## config.mk

```make
export PLATFORM = sky130hd
export DESIGN_NAME = aes_sbox_pipe
export DESIGN_NICKNAME = d
export VERILOG_FILES = /design/src/rtl/aes_sbox_pipe.sv
export SDC_FILE = /design/constraint.sdc
export NUM_CORES = 2
export LEC_CHECK = 0
export CAP_MARGIN = 20
export CORE_MARGIN = 2
export CORE_UTILIZATION = 29
export DETAILED_ROUTE_END_ITERATION = 7
export GPL_ROUTABILITY_DRIVEN = 0
export GPL_TIMING_DRIVEN = 0
export PLACE_DENSITY_LB_ADDON = 0.15
export REMOVE_ABC_BUFFERS = 1
export SLEW_MARGIN = 20
export SYNTH_ARGS = -nofsm -noshare
export SYNTH_HDL_FRONTEND = slang
export SYNTH_SLANG_ARGS = --single-unit
```

## constraint.sdc

```tcl
create_clock -name clk -period 26.2 [get_ports clk]
set_input_delay 2.62 -clock clk [delete_from_list [all_inputs] [get_ports clk]]
set_output_delay 2.62 -clock clk [all_outputs]
set_load 0.05 [all_outputs]
```

## src/rtl/aes_sbox_pipe.sv

```systemverilog
// AES S-box / inverse S-box pipeline, LANES parallel byte lanes.
// Each lane computes the GF(2^8) inverse and the affine map arithmetically.
// Two register stages, each with its own valid bit; ready/valid on both sides.
// Stage 1 holds the field inverse. For the forward direction the input goes
// straight into the inverter. For the inverse direction the inverse affine map
// is applied first. Stage 2 applies the forward affine map for mode 0 only, so
// one inverter per lane serves both modes.
module aes_sbox_pipe #(
  parameter int LANES = 4,
  parameter int CNT_W = 32
) (
  input  logic                 clk,
  input  logic                 rst,
  input  logic                 in_valid,
  output logic                 in_ready,
  input  logic                 in_mode,
  input  logic [8*LANES-1:0]   in_data,
  output logic                 out_valid,
  input  logic                 out_ready,
  output logic                 out_mode,
  output logic [8*LANES-1:0]   out_data,
  output logic [CNT_W-1:0]     xfer_cnt
);

  localparam int DW = 8 * LANES;

  // Multiply in GF(2^8) modulo x^8+x^4+x^3+x+1 (shift-and-add).
  function automatic logic [7:0] gf_mul(input logic [7:0] a, input logic [7:0] b);
    logic [7:0] p;
    logic [7:0] aa;
    p  = 8'h00;
    aa = a;
    for (int i = 0; i < 8; i++) begin
      p  = p ^ (aa & {8{b[i]}});
      aa = {aa[6:0], 1'b0} ^ (aa[7] ? 8'h1B : 8'h00);
    end
    return p;
  endfunction

  // Multiplicative inverse as a^254; the chain yields 0 for a = 0.
  function automatic logic [7:0] gf_inv(input logic [7:0] a);
    logic [7:0] sq;
    logic [7:0] res;
    sq  = a;
    res = 8'h01;
    for (int k = 1; k < 8; k++) begin
      sq  = gf_mul(sq, sq);
      res = gf_mul(res, sq);
    end
    return res;
  endfunction

  // Forward affine map: b ^ rotl1 ^ rotl2 ^ rotl3 ^ rotl4 ^ 0x63.
  function automatic logic [7:0] affine_fwd(input logic [7:0] b);
    logic [7:0] r1;
    logic [7:0] r2;
    logic [7:0] r3;
    logic [7:0] r4;
    r1 = {b[6:0], b[7]};
    r2 = {b[5:0], b[7:6]};
    r3 = {b[4:0], b[7:5]};
    r4 = {b[3:0], b[7:4]};
    return b ^ r1 ^ r2 ^ r3 ^ r4 ^ 8'h63;
  endfunction

  // Inverse affine map: rotl1 ^ rotl3 ^ rotl6 ^ 0x05.
  function automatic logic [7:0] affine_inv(input logic [7:0] b);
    logic [7:0] r1;
    logic [7:0] r3;
    logic [7:0] r6;
    r1 = {b[6:0], b[7]};
    r3 = {b[4:0], b[7:5]};
    r6 = {b[1:0], b[7:2]};
    return r1 ^ r3 ^ r6 ^ 8'h05;
  endfunction

  // First-stage byte: optional inverse affine, then field inverse.
  function automatic logic [7:0] stage1_byte(input logic mode, input logic [7:0] b);
    logic [7:0] pre;
    pre = mode ? affine_inv(b) : b;
    return gf_inv(pre);
  endfunction

  // Second-stage byte: forward affine for SubBytes, pass-through for InvSubBytes.
  function automatic logic [7:0] stage2_byte(input logic mode, input logic [7:0] b);
    return mode ? b : affine_fwd(b);
  endfunction

  logic          r_s1_valid;
  logic          r_s1_mode;
  logic [DW-1:0] r_s1_data;
  logic          r_s2_valid;
  logic          r_s2_mode;
  logic [DW-1:0] r_s2_data;
  logic [CNT_W-1:0] r_xfer_cnt;

  logic [DW-1:0] w_s1_next;
  logic [DW-1:0] w_s2_next;
  logic          w_s2_adv;
  logic          w_in_ready;
  logic          w_in_xfer;
  logic          w_out_xfer;

  // Per-lane combinational substitution feeding each stage register.
  always_comb begin
    w_s1_next = '0;
    w_s2_next = '0;
    for (int i = 0; i < LANES; i++) begin
      w_s1_next[8*i +: 8] = stage1_byte(in_mode, in_data[8*i +: 8]);
      w_s2_next[8*i +: 8] = stage2_byte(r_s1_mode, r_s1_data[8*i +: 8]);
    end
  end

  // Handshake: stage 2 moves when empty or draining, stage 1 moves with it.
  always_comb begin
    w_s2_adv   = ~r_s2_valid | out_ready;
    w_in_ready = ~r_s1_valid | w_s2_adv;
    w_in_xfer  = in_valid & w_in_ready;
    w_out_xfer = r_s2_valid & out_ready;
  end

  // Stage 1 register: valid follows in_valid whenever the stage can move.
  always_ff @(posedge clk) begin
    if (rst) begin
      r_s1_valid <= 1'b0;
      r_s1_mode  <= 1'b0;
      r_s1_data  <= '0;
    end else begin
      if (w_in_ready) begin
        r_s1_valid <= in_valid;
      end else begin
        r_s1_valid <= r_s1_valid;
      end
      if (w_in_xfer) begin
        r_s1_mode <= in_mode;
        r_s1_data <= w_s1_next;
      end else begin
        r_s1_mode <= r_s1_mode;
        r_s1_data <= r_s1_data;
      end
    end
  end

  // Stage 2 register: holds the output beat stable while stalled.
  always_ff @(posedge clk) begin
    if (rst) begin
      r_s2_valid <= 1'b0;
      r_s2_mode  <= 1'b0;
      r_s2_data  <= '0;
    end else if (w_s2_adv) begin
      r_s2_valid <= r_s1_valid;
      if (r_s1_valid) begin
        r_s2_mode <= r_s1_mode;
        r_s2_data <= w_s2_next;
      end else begin
        r_s2_mode <= r_s2_mode;
        r_s2_data <= r_s2_data;
      end
    end else begin
      r_s2_valid <= r_s2_valid;
      r_s2_mode  <= r_s2_mode;
      r_s2_data  <= r_s2_data;
    end
  end

  // Completed output transfer counter, wraps naturally at 2^CNT_W.
  always_ff @(posedge clk) begin
    if (rst) begin
      r_xfer_cnt <= '0;
    end else if (w_out_xfer) begin
      r_xfer_cnt <= r_xfer_cnt + CNT_W'(1);
    end else begin
      r_xfer_cnt <= r_xfer_cnt;
    end
  end

  assign in_ready  = w_in_ready;
  assign out_valid = r_s2_valid;
  assign out_mode  = r_s2_mode;
  assign out_data  = r_s2_data;
  assign xfer_cnt  = r_xfer_cnt;

endmodule

```

Word level (Yosys, flattened, before mapping)
Index checks and enable logic that the tools add are counted.
Word-level totals
  flip-flop bits (word level): 100
  bits in latches: 0
  memory bits (writable): 0
  bits in read-only memories: 0
  output and inout bits: 67
  word-level logic and storage cells: 1591
  memories: 0
Operators by class
  $add $sub $neg: 1
  multipliers: 0
  divide/modulo/power cells: 0
  order comparisons: 0
  equality and inequality tests: 0
  shifts and indexed selects: 0
  mux-type cells: 372
  bitwise logic cells: 1210
  reductions and logical operators: 1
Operators by type and width (count)
  8-bit bitwise AND: 416
  8-bit bitwise XOR: 397
  8-bit by 5-bit bitwise XOR with 8-bit output: 355
  5-bit two-way mux: 364
  8-bit two-way mux: 8
  32-bit by 1-bit adder with 32-bit output, second input constant: 1
  7-bit by 8-bit bitwise XOR with 8-bit output: 4
  6-bit by 7-bit bitwise XOR with 7-bit output: 4
  5-bit by 6-bit bitwise XOR with 6-bit output: 4
  4-bit by 5-bit bitwise XOR with 5-bit output: 4
  4-bit NOT: 4
  3-bit by 4-bit bitwise XOR with 4-bit output: 4
  2-bit by 3-bit bitwise XOR with 3-bit output: 4
  2-bit NOT: 4
  1-bit by 2-bit bitwise XOR with 2-bit output: 4
  1-bit bitwise AND: 2
  1-bit NOT: 2
  1-bit bitwise OR: 2
  2-bit AND reduction: 1

Logic depth before layout (Yosys ltp)
  word-level depth: 124
  mapped depth: 98
  mapped depth without buffers: 80

Least setup slack after synthesis
No wires, ideal clock.
  kind: input port to flip-flop
  from: input in_data[3]
  to: register r_s1_data[1]
  library setup time: 0.132 ns
  data arrival time: 21.946 ns
  required time: 26.068 ns
  path slack: 4.122 ns
  stages: 93
  path buffers: 17
  cells stage by stage: buf_2 -> xor3_1 -> mux2i_1 -> inv_2 -> ha_1 -> inv_1 -> ha_1 -> buf_2 -> xnor2_1 -> and3_1 -> o21a_1 -> or3_1 -> o211a_1 -> or3_1 -> and2_1 -> buf_2 -> buf_4 -> inv_1 -> [57 not listed] -> clkbuf_1 -> ha_1 -> clkbuf_1 -> clkinv_1 -> ha_1 -> xor2_1 -> nor2_1 -> xnor2_1 -> xnor2_1 -> xnor2_1 -> xnor2_1 -> xnor2_1 -> nor2_1 -> xnor3_1 -> xnor3_1 -> xor2_1 -> nand2_1 -> a21oi_1
Between the ends
  word-level cells in the longest chain between the ends: 87
  elaborated cells on any way between the ends: 385
Ends and longest elaborated chain
  from (decl): line 17  | input logic [8*LANES-1:0] in_data,
  8-bit bitwise XOR (2 in series): line 74  | return r1 ^ r3 ^ r6 ^ 8'h05;
  8-bit two-way mux (*): line 80  | pre = mode ? affine_inv(b) : b;
  8-bit by 5-bit bitwise XOR with 8-bit output: line 35  | aa = {aa[6:0], 1'b0} ^ (aa[7] ? 8'h1B : 8'h00);
  5-bit two-way mux or 8-bit by 5-bit bitwise XOR with 8-bit output (tied branches): line 35
  8-bit by 5-bit bitwise XOR with 8-bit output: line 35
  8-bit by 5-bit bitwise XOR with 8-bit output or 5-bit two-way mux (tied branches): line 35
  8-bit by 5-bit bitwise XOR with 8-bit output (2 in series): line 35
  5-bit two-way mux, or another cell as far along: line 35
  [67 not listed]
  8-bit by 5-bit bitwise XOR with 8-bit output or 5-bit two-way mux (tied branches) (2 in series): line 35
  8-bit by 5-bit bitwise XOR with 8-bit output (2 in series): line 35
  5-bit two-way mux or 8-bit by 5-bit bitwise XOR with 8-bit output (tied branches): line 35
  8-bit by 5-bit bitwise XOR with 8-bit output or 5-bit two-way mux (tied branches): line 35
  8-bit bitwise AND, or another cell as far along: line 34  | p = p ^ (aa & {8{b[i]}});
  8-bit bitwise XOR, or another cell as far along: line 34
  8-bit bitwise XOR or 8-bit bitwise AND (tied branches): line 34
  8-bit bitwise XOR (*): line 34
  to (signal assigned): line 136  | r_s1_data <= w_s1_next;
  to (signal assigned): line 139  | r_s1_data <= r_s1_data;
  to (decl): line 91  | logic [DW-1:0] r_s1_data;
Mark *: on every way between the ends. The rest lies on a longest branch, timed or not.
A chain may end at the register's enable or synchronous reset.

Worst setup path in the final report
  from: input in_data[0]
  to: register r_s1_data[6]
Between the ends
  word-level cells in the longest chain between the ends: 86
  elaborated cells on any way between the ends: 382
Ends and longest elaborated chain (line)
  8-bit bitwise XOR: 74
  8-bit bitwise XOR or 8-bit two-way mux (tied branches): 74, 80
  8-bit two-way mux (*): 80
  8-bit by 5-bit bitwise XOR with 8-bit output or 5-bit two-way mux (tied branches): 35
  8-bit by 5-bit bitwise XOR with 8-bit output (3 in series): 35
  5-bit two-way mux or 8-bit by 5-bit bitwise XOR with 8-bit output (tied branches): 35
  8-bit by 5-bit bitwise XOR with 8-bit output or 5-bit two-way mux (tied branches): 35
  8-bit by 5-bit bitwise XOR with 8-bit output: 35
  [66 not listed]
  8-bit bitwise AND or 8-bit by 5-bit bitwise XOR with 8-bit output (tied branches): 34, 35
  8-bit bitwise XOR or 8-bit by 5-bit bitwise XOR with 8-bit output (tied branches): 34, 35
  8-bit bitwise AND or 8-bit by 5-bit bitwise XOR with 8-bit output (tied branches): 34, 35
  8-bit bitwise XOR, or another cell as far along (2 in series): 34
  8-bit bitwise XOR or 8-bit by 5-bit bitwise XOR with 8-bit output (tied branches) (2 in series): 34, 35
  8-bit bitwise XOR, or another cell as far along: 34
  8-bit bitwise XOR or 8-bit bitwise AND (tied branches): 34
  8-bit bitwise XOR (*): 34
Marked as above.

==> results_dict.tcl <==
set metrics [dict create \
    status "finished, final reports clean" \
    cts_buffers 9 \
    fp.dieH_um 496 \
    timing.final.max_slew_violations 0 \
    synth_cell_types 128 \
    cts_tree "yes" \
    drc 0 \
    initial_core_util 0.292 \
    ys_async_sr_fraction 0 \
    timing.final.crit_share 0.942 \
    crit_top_cell "xnor2_1" \
    clock.fmax_ghz 0.0405 \
    critPathCaptureType "register" \
    viasPerCell 5.09 \
    rsz0062_at_grt "false" \
    wl_per_cell_um 17.9 \
    ys_seq_area_frac 0.0285 \
    drtPass1Iterations 6 \
    port_buffers 103 \
    syn-cell-area_mm2 0.0703 \
    setup_violations 0 \
    cts_root_buffer "clkbuf_16" \
    worstSetupPathType "primary input to register" \
    drt_iter0_drc 4162 \
    grt_start_max_net_pins 67 \
    worstMarginPinSlew_ns 1.10 \
    synth_cells 9228 \
    skew_ns 0.00727 \
    htreeDepth 3 \
    core_area_mm2 0.241 \
    maxCapViolCount 0 \
    antenna_left 0 \
    synth_top_area_frac 0.233 \
    finalSetupTns_ns 0 \
    cp_data_required_time_ns 26.45 \
    layout.nets 9185 \
    overflow 0 \
    fin_crit_ns 24.69 \
    final_layout_size_suffix_gt1_frac 0.0900 \
    yosysTopAreaCell "xnor2_1" \
    slowest_stage "clkdlybuf4s50_1" \
    wirelength_um 216000 \
    grt_usage 0.169 \
    rows 180 \
    critPathMaxFanout 26 \
    hold_viol 0 \
    die_w_um 496 \
    cp-start-kind "primary input" \
    cts_buffer_depth 2 \
    synth_seq_cells 100 \
    ys_warn_count 0 \
    arrival_ns 24.94 \
    maxSlewHeadroom 0.262 \
    postCtsHoldBufs 0 \
    grt_pass1_wl_um 348000 \
    first_global_vias 60500 \
    clock_sinks 100 \
    synth_ff_type "dfxtp_1" \
    synth_edf_count 0 \
    antenna_found_initial 8 \
    place_hpwl_um 161000 \
    die_area_mm2 0.246 \
    io-pin-count 104 \
    syn_avg_cell_area_um2 7.62 \
    hp-class "register to register" \
    clk-insertion-delay-late_ns 0.33 \
    area.growth.synth_to_final_pct 8.91 \
    clk_pin_slew_worst_paths_ns 0.07 \
    synth.area.top_cells "xnor2_1, xnor3_1, nor2_1, xor2_1, nand2_1" \
    cpPeakStageDelay_ns 0.77 \
    num_vias 61600 \
]
sequential cells by signal, summed over array words and instances, names as in the netlist:
signal / cells
r_s1_valid: 1
out_valid: 1
xfer_cnt: 32
r_s1_mode: 1
out_mode: 1
out_data: 32
r_s1_data: 32
worst paths after layout:
kind                                  start           end  slack (ns)  cells past startpoint
worst max register to register  xfer_cnt[3]  xfer_cnt[31]       23.35                     11
worst max-delay path             in_data[0]  r_s1_data[6]        1.51                     73
worst min register to register  out_data[8]   out_data[8]        0.50                      2
worst min-delay path            out_data[8]   out_data[8]        0.50                      2
layout make-up:
class	instances	area (um2)
clock inverter	5	60.1
timing repair buffer	247	2670
tap	3185	3990
fill	25500	164000
clock buffer	11	253
antenna	2	5.00
timing repair inverter	7	35.0
sequential	100	2000
multi-input combinational	8249	66300
inverter	293	1180
layout by cell type (no fill, tap or decap), types with 39 or more instances in the layout:
master,count
inv_2,58
buf_6,89
a311oi_1,45
o21a_1,43
xnor2_2,179
xor2_1,497
o211ai_1,78
and3_1,46
xnor2_1,1756
a21oi_1,375
xnor3_1,352
mux2i_1,182
and2_1,59
nor3_1,197
o21ai_0,324
a22oi_1,62
clkdlybuf4s50_1,100
o22ai_1,92
xor2_2,54
inv_1,188
xnor2_4,39
nand2_1,854
ha_1,223
nor2_1,1394
or3_1,100
nand3_1,164
xor3_1,68
a211oi_1,103
a31oi_1,42
nor2b_1,74
mux2_2,56
dfxtp_1,99
nand2b_1,97
kinds of logic after synthesis:
logic type	Yosys count	synth area share
buffers and inverters	879	0.0541
adders and majority gates	241	0.0429
xor gates and xnor gates	3022	0.489
muxes	252	0.0384
DFF	100	0.0285
AOI/OAI and AO/OA	1561	0.148
and+or+nand+nor	3173	0.199
repair_timing:
item | CTS | global route
pin swaps | 0 | 8
cloned | 3 | 4
resized for setup | 50 | 84
setup buffers | 0 | 32
setup endpoints to repair | 32 | 32
cell usage after synthesis, drive strengths merged (116+ instances only):
cell / count
inv: 256
buf: 269
mux2i: 192
xnor3: 386
nand2: 858
a21oi: 389
o21ai: 346
nor3: 203
clkbuf: 316
a211oi: 116
xnor2: 1974
nor2: 1407
nand3: 164
xor2: 585
ha: 241
stage by stage:
stage / instance area, um2 / instances / hold slack (ns) / util / worst slack [ns]
after global placement: 72600 / 11900 / 0.471 / 0.302 / -12.52
after detailed placement: 75100 / 12000 / 0.489 / 0.312 / -3.48
after CTS: 75700 / 12100 / 0.503 / 0.314 / 0.00519
after floorplan: 67600 / 8642 / 0.478 / - / 1.77
final: 76500 / 12100 / 0.502 / 0.318 / 1.51
after global routing: 76500 / 12100 / 0.537 / 0.318 / 0.0298
critical path, delay by kind of cell:
family / cells / cell delay, ns
AOI/OAI and AO/OA: 8 / 2.04
buffers and inverters: 14 / 3.24
and+or+nand+nor: 7 / 1.65
xor gates and xnor gates: 31 / 9.28
adders and majority gates: 13 / 6.05
per-layer routing:
layer,up-vias,GRT usage,wire (um)
li1,30500,-,-
met1,29900,0.238,104000
met2,1029,0.296,105000
met3,116,0.00317,5050
met4,0,0.0215,2010
met5,-,0,0
Power is not shown: default switching activity piles up to over one toggle a cycle in this logic, so the estimate is an artifact.
